**src/rtl/serial_adder_ctrl.sv**
```systemverilog
// serial_adder_ctrl: bit-serial adder sequencer around a single one-bit
// full-adder cell. A start request captures a_in, b_in and cin. The block then
// steps the cell LSB-first for WIDTH cycles, with the carry held in a flop, and
// presents {cout, sum_out} together with a one-cycle done pulse.
//
// Optional feature: define SERIAL_ADDER_SUB_EN to add the 'sub' input. With
// sub=1 the block computes a_in - b_in, and cout=1 means no borrow.
//
// Ports:
//   clk      rising-edge clock
//   rst_n    asynchronous active-low reset
//   start    request, sampled only in IDLE or DONE
//   sub      (SERIAL_ADDER_SUB_EN only) subtract select, captured with operands
//   a_in     operand A, captured on the accepting edge
//   b_in     operand B, captured on the accepting edge
//   cin      carry-in, captured on the accepting edge
//   busy     high while the operation runs
//   done     one-cycle pulse when sum_out/cout are updated
//   sum_out  result register, held until the next result
//   cout     final carry-out, held with sum_out
module serial_adder_ctrl #(
   parameter int unsigned WIDTH = 8
) (
   input  logic             clk,
   input  logic             rst_n,
   input  logic             start,
`ifdef SERIAL_ADDER_SUB_EN
   input  logic             sub,
`endif
   input  logic [WIDTH-1:0] a_in,
   input  logic [WIDTH-1:0] b_in,
   input  logic             cin,
   output logic             busy,
   output logic             done,
   output logic [WIDTH-1:0] sum_out,
   output logic             cout
);

   localparam int unsigned CW  = (WIDTH > 1) ? $clog2(WIDTH) : 1;
   // The accumulator holds only the low WIDTH-1 sum bits. The final sum bit
   // goes straight into sum_out on the last step.
   localparam int unsigned SSW = WIDTH - 1;

   typedef enum logic [1:0] {
      IDLE = 2'd0,
      RUN  = 2'd1,
      DONE = 2'd2
   } state_t;

   state_t           state_q, state_d;
   logic [WIDTH-1:0] sa_q, sa_d;
   logic [WIDTH-1:0] sb_q, sb_d;
   logic [SSW-1:0]   ss_q, ss_d;
   logic             c_q, c_d;
   logic [CW-1:0]    cnt_q, cnt_d;
   logic [WIDTH-1:0] sum_d;
   logic             cout_d;
   logic             busy_d;
   logic             done_d;
   logic             accept;
   logic             fa_s;
   logic             fa_co;

   // Shared one-bit full-adder cell
   always_comb begin
      fa_s  = sa_q[0] ^ sb_q[0] ^ c_q;
      fa_co = (sa_q[0] & sb_q[0]) | (c_q & (sa_q[0] ^ sb_q[0]));
   end

   // Next-state, datapath and output logic
   always_comb begin
      state_d = state_q;
      sa_d    = sa_q;
      sb_d    = sb_q;
      ss_d    = ss_q;
      c_d     = c_q;
      cnt_d   = cnt_q;
      sum_d   = sum_out;
      cout_d  = cout;
      busy_d  = 1'b0;
      done_d  = 1'b0;
      accept  = 1'b0;

      case (state_q)
         IDLE, DONE: begin
            state_d = IDLE;
            accept  = start;
         end
         RUN: begin
            sa_d  = sa_q >> 1;
            sb_d  = sb_q >> 1;
            ss_d  = SSW'({fa_s, ss_q} >> 1);
            c_d   = fa_co;
            cnt_d = cnt_q + CW'(1);
            if (cnt_q == CW'(WIDTH - 1)) begin
               state_d = DONE;
               sum_d   = {fa_s, ss_q};
               cout_d  = fa_co;
               done_d  = 1'b1;
               cnt_d   = '0;
            end else begin
               busy_d = 1'b1;
            end
         end
         default: state_d = IDLE;
      endcase

      // Accept from IDLE or DONE: capture operands and restart the count
      if (accept) begin
         state_d = RUN;
         busy_d  = 1'b1;
         sa_d    = a_in;
         ss_d    = '0;
         cnt_d   = '0;
`ifdef SERIAL_ADDER_SUB_EN
         // Subtract as A + ~B + 1
         sb_d    = sub ? ~b_in : b_in;
         c_d     = sub ? 1'b1 : cin;
`else
         sb_d    = b_in;
         c_d     = cin;
`endif
      end
   end

   // State and datapath registers
   always_ff @(posedge clk or negedge rst_n) begin
      if (!rst_n) begin
         state_q <= IDLE;
         sa_q    <= '0;
         sb_q    <= '0;
         ss_q    <= '0;
         c_q     <= 1'b0;
         cnt_q   <= '0;
         sum_out <= '0;
         cout    <= 1'b0;
         busy    <= 1'b0;
         done    <= 1'b0;
      end else begin
         state_q <= state_d;
         sa_q    <= sa_d;
         sb_q    <= sb_d;
         ss_q    <= ss_d;
         c_q     <= c_d;
         cnt_q   <= cnt_d;
         sum_out <= sum_d;
         cout    <= cout_d;
         busy    <= busy_d;
         done    <= done_d;
      end
   end

endmodule
```
**config.mk**
```make
export PLATFORM = sky130hd
export DESIGN_NAME = serial_adder_ctrl
export DESIGN_NICKNAME = d
export VERILOG_FILES = /design/src/rtl/serial_adder_ctrl.sv
export SDC_FILE = /design/constraint.sdc
export NUM_CORES = 1
export LEC_CHECK = 0
export CORE_ASPECT_RATIO = 1.25
export CORE_UTILIZATION = 46
export DETAILED_ROUTE_END_ITERATION = 6
export PLACE_DENSITY = 0.71
export SETUP_SLACK_MARGIN = 0.15
export SLEW_MARGIN = 20
export SYNTH_ARGS = -nofsm -noshare
export SYNTH_HDL_FRONTEND = slang
export SYNTH_SLANG_ARGS = --single-unit
```
**constraint.sdc**
```tcl
create_clock -name clk -period 1.4 [get_ports clk]
set_input_delay 0.28 -clock clk [delete_from_list [all_inputs] [get_ports clk]]
set_output_delay 0.28 -clock clk [all_outputs]
set_load 0.02 [all_outputs]
```
# After elaboration in Yosys (flattened, before gate mapping)
# Cells that the tools add are included.
# totals
output_inout_bits	11
elab_cells	44
ff_bits	40
input_bits	20
# op_classes
n_mux	20
n_addsub	1
eq_ne	4
bitwise_logic	5
n_reduce_logical	4
# ops
cell	count
2-to-1 mux 8 bit	4
2-to-1 mux 7 bit	2
2-to-1 mux 3 bit	3
2-to-1 mux 1 bit	8
2-to-1 mux 2 bit	3
adder 3 x 1 -> 3 bit (second input constant)	1
== test 3 bit (second input constant)	1
inequality test 3 bit (second input constant)	1
bitwise AND 1 bit	2
== test 2 x 1 -> 1 bit (second input constant)	1
== test 2 bit (second input constant)	1
logical NOT 2 bit	1
AND reduction 2 bit	1
nonzero test 2 bit	1
OR reduction 2 bit	1
XOR 1 bit	2
bitwise OR 1 bit	1

# Logic depth before layout (Yosys ltp)
# logic_depth
ltp_word	5
ltp_mapped	6
mapped_depth_nobuf	5

# Worst setup path before layout
# Ideal clock, no wire load.
# synth_timing
kind	reg2reg
startpoint	reg cnt_q[0]
endpoint	reg sum_out[0]
period_less_slack_ns	1.408
stages_incl_launch_ff	6
arrival_time_ns	1.283
path_slack_ns	-0.008
setup_time_ns	0.125
required_time_ns	1.275
path_buffers	0
cell_sequence	dfrtp_1 > ha_1 > ha_1 > nand2_8 > inv_2 > mux2_4
# synth_between
elab_chain_len	2
# synth_lines
item	line_no	rtl
start: declaration	55	logic [CW-1:0] cnt_q, cnt_d;
start signal: assignment	145	cnt_q <= cnt_d;
== test 3 bit	95	if (cnt_q == CW'(WIDTH - 1)) begin
AND reduction 2 bit (no line)	-	
end signal: assignment	146	sum_out <= sum_d;
end: declaration	35	output logic [WIDTH-1:0] sum_out,
# Every way passes these cells.
# A chain may end at the register's enable or synchronous reset.

# Final worst setup path
# layout_timing
startpoint	reg cnt_q[1]
endpoint	reg cnt_q[2]
# layout_between
elab_chain_len	4
word_cells_on_any_way	5
classes_between	1 x add/sub; 1 x eq/ne; 3 x mux
# layout_lines
item	line_no	rtl
adder 3 x 1 -> 3 bit or == test 3 bit (tied branches)	94, 95	
2-to-1 mux 3 bit (*)	95	
2-to-1 mux 3 bit (*)	84	case (state_q)
2-to-1 mux 3 bit (*)	109	if (accept) begin
# Every way passes the cells marked *; elsewhere a longest branch is shown, timed or not. The select of a mux whose other input is x is not followed.

==> out/qor.csv <==
metric,value,unit
status,"finished, violations left",
violations,DRC,
hpwl,2.43,mm
regToRegEndpoint,cnt_q[2],
gp_congestion,0.802,
synthAdderAreaFrac,0.0256,
finalCriticalPeriod,1380,ps
synthXorXnorAreaFrac,0,
clk_pin_slew,70,ps
avgSynthCellArea,12.7,sq um
met2_usage,0.359,
dr.pass1.iters,6,
synth.mux.area_fraction,0.124,
pwr-share-comb,0.467,
synth_seq_cells,40,
final_nets,212,
synth_top_family_by_area,compound AO/OA/AOI/OAI gates,
synth_top_area_frac,0.569,
syn_area,1760,sq um
crit_start,cnt_q[1],
grt.met1_usage,0.218,
dieArea,4080,sq um
powerDensity,2200,nW/um^2
r2r_setup_slack,20,ps
grt_pass1_vias,1319,
clock-root-buffer,clkbuf_8,
cts.sinks,40,
start_kind,flop,
grt_start_max_net_pins,24,
synth_cells,139,
wl_per_cell,15.7,um
yosysWarnings,0,
arrival,1560,ps
grt_pass1_wl,5.99,mm
place_ws,-97.1,ps
max-vdd-ir-drop,1.17,mV
synth_edf_count,0,
power.internal,3.44,mW
synth_top_flop_cell,dfrtp_1,
synth.largest_area_cell,dfrtp_1,
floorplan.initialDensity,0.492,
leakage,1.09,nW
cts_buffer_depth,2,
rsz0062_at_grt,true,
dp_cells,211,
synth-async-reset-ratio,1.00,
tightest_slew,431,ps
power,5.29,mW
skew,6.31,ps
row_count,24,
synth_compound_area_frac,0.130,
swShare,0.349,
netlist_top_cells_area,"dfrtp_1 57%, mux2_4 7.7%, a22o_1 5.0%",
io_buffers,30,
setup_ws,24.9,ps
yosysMostFrequentCell,dfrtp_1,
crit_fanout,3,
use_met3,0.0494,
synthTopCellsByCount,"40 x dfrtp_1, 12 x nor2_1, 12 x nor3_1",
antenna_found_initial,0,
power_switching,1.85,mW
vias,1269,
r2r-start,cnt_q[1],
insertion_delay,290,ps
ff2ff_path_depth,4,
first_iter_violations,38,
drc,6,
hold_class,in -> async,
drt-total-wl,3.60,mm
cts_tree,yes,
antenna_cells,0,
grt_use_total,0.199,
holdWs,453,ps
finalHoldViolations,0,
cp.required,1580,ps
p_clk_frac,0.147,
instances_no_fill,229,
max_freq,727,MHz
numCtsBuffers,5,
die_y,71.1,um
seq_area_frac_synth,0.569,
overflow,0,
relSlewSlack,0.713,
worstSetupPathType,reg -> reg,
finalMaxSlewViolations,0,
cap_violations,0,
finalSetupViolCount,0,
core,3570,sq um
synth_cell_type_count,27,
syn_to_final_growth,36.7,%
die_w,57.3,um
yosys.area_share.simple,0.114,
final.period_utilization,0.982,
grt.busiest_layer,met2,
htree_levels,2,
ios,31,
share_seq_of_total_power,0.386,
syn_nets,162,
drtAntennaViolNets,0,
critPathCapture,cnt_q[2],
layout-drive-gt1-share,0.332,
vias_per_cell,5.54,
endpoint_kind,flop,
layout make-up:
cell class                      instances  area, sq um
Sequential cell                        40         1000
Multi-Input combinational cell         89          754
Inverter                                2         10.0
Tap cell                               39         48.8
Timing Repair Buffer                   51          499
Clock buffer                            8         90.1
Fill cell                             272         1170
metrics by stage:
stage	utilization	cell area (sq um)	TNS, ps
2_1_floorplan	-	1780	0
3_3_place_gp	0.606	2170	-212
3_5_place_dp	0.606	2170	-519
4_1_cts	0.659	2350	0
5_1_grt	0.673	2400	-20.3
6_report	0.673	2400	0
critical path, cell delays in order, from the launching register on:
cell and delay (ps):
dfrtp_1 400, ha_2 190, ha_4 210, mux2_4 260
a22o_1 200
sequential cells by signal, indices dropped and copies added, names as in the netlist, 2 cells and up:
signal and cells:
cnt_q 3, sb_q 8, state_q 2, sa_q 8, ss_q 7, sum_out 8
power groups by stage:
stage	Clock (mW)	Combinational, mW	Sequential, mW
after CTS	0.803	2.38	2.04
final	0.778	2.47	2.04
after global placement	0	2.14	2.03
after detailed placement	0	2.24	2.06
after global routing	0.845	2.69	2.11
after floorplan	0	1.46	2.10
kinds of logic after synthesis:
kind of cell             count (synthesis)
multiplexers                            17
flip-flops                              40
AO/OA/AOI/OAI                           33
buffers and inverters                   11
AND/OR/NAND/NOR                         35
adder cells (fa/ha/maj)                  3
cells in the final DEF (no fill, tap or decap), drive strengths merged, types with 2 or more instances in the layout:
cell           count
a21oi              4
ha                 2
mux2i              5
nand2b             2
o21ai              3
buf               21
clkbuf            11
nor2b              5
clkdlybuf4s50     17
dfrtp             40
inv                2
nor3              12
mux2              12
nand2              2
clkdlybuf4s15      8
a211oi             4
nor2              13
a22o              10
o22ai             11
worst min path at each step:
stage                from         end  slack (ps)
floorplan           rst_n        busy         -20
global placement    rst_n  sum_out[5]         230
detailed placement  rst_n  sum_out[5]         240
CTS                 rst_n  sum_out[5]         450
global route        rst_n  sum_out[5]         500
finish              rst_n  sum_out[5]         450
routing by layer:
metal,vias up,part of all wire
li1,605,-
met1,618,0.40
met2,40,0.54
met3,6,0.041
met4,0,0.020
met5,-,0
repair_timing:
action	4_1_cts	5_1_grt
buffers inserted	6	2
cloned	1	0
hold buffers	1	0
hold endpoints to repair	17	0
pin swaps	2	4
gates resized for setup	31	18
endpoints found under the setup margin	32	27
Note: power is estimated with default switching activity, not from simulation.
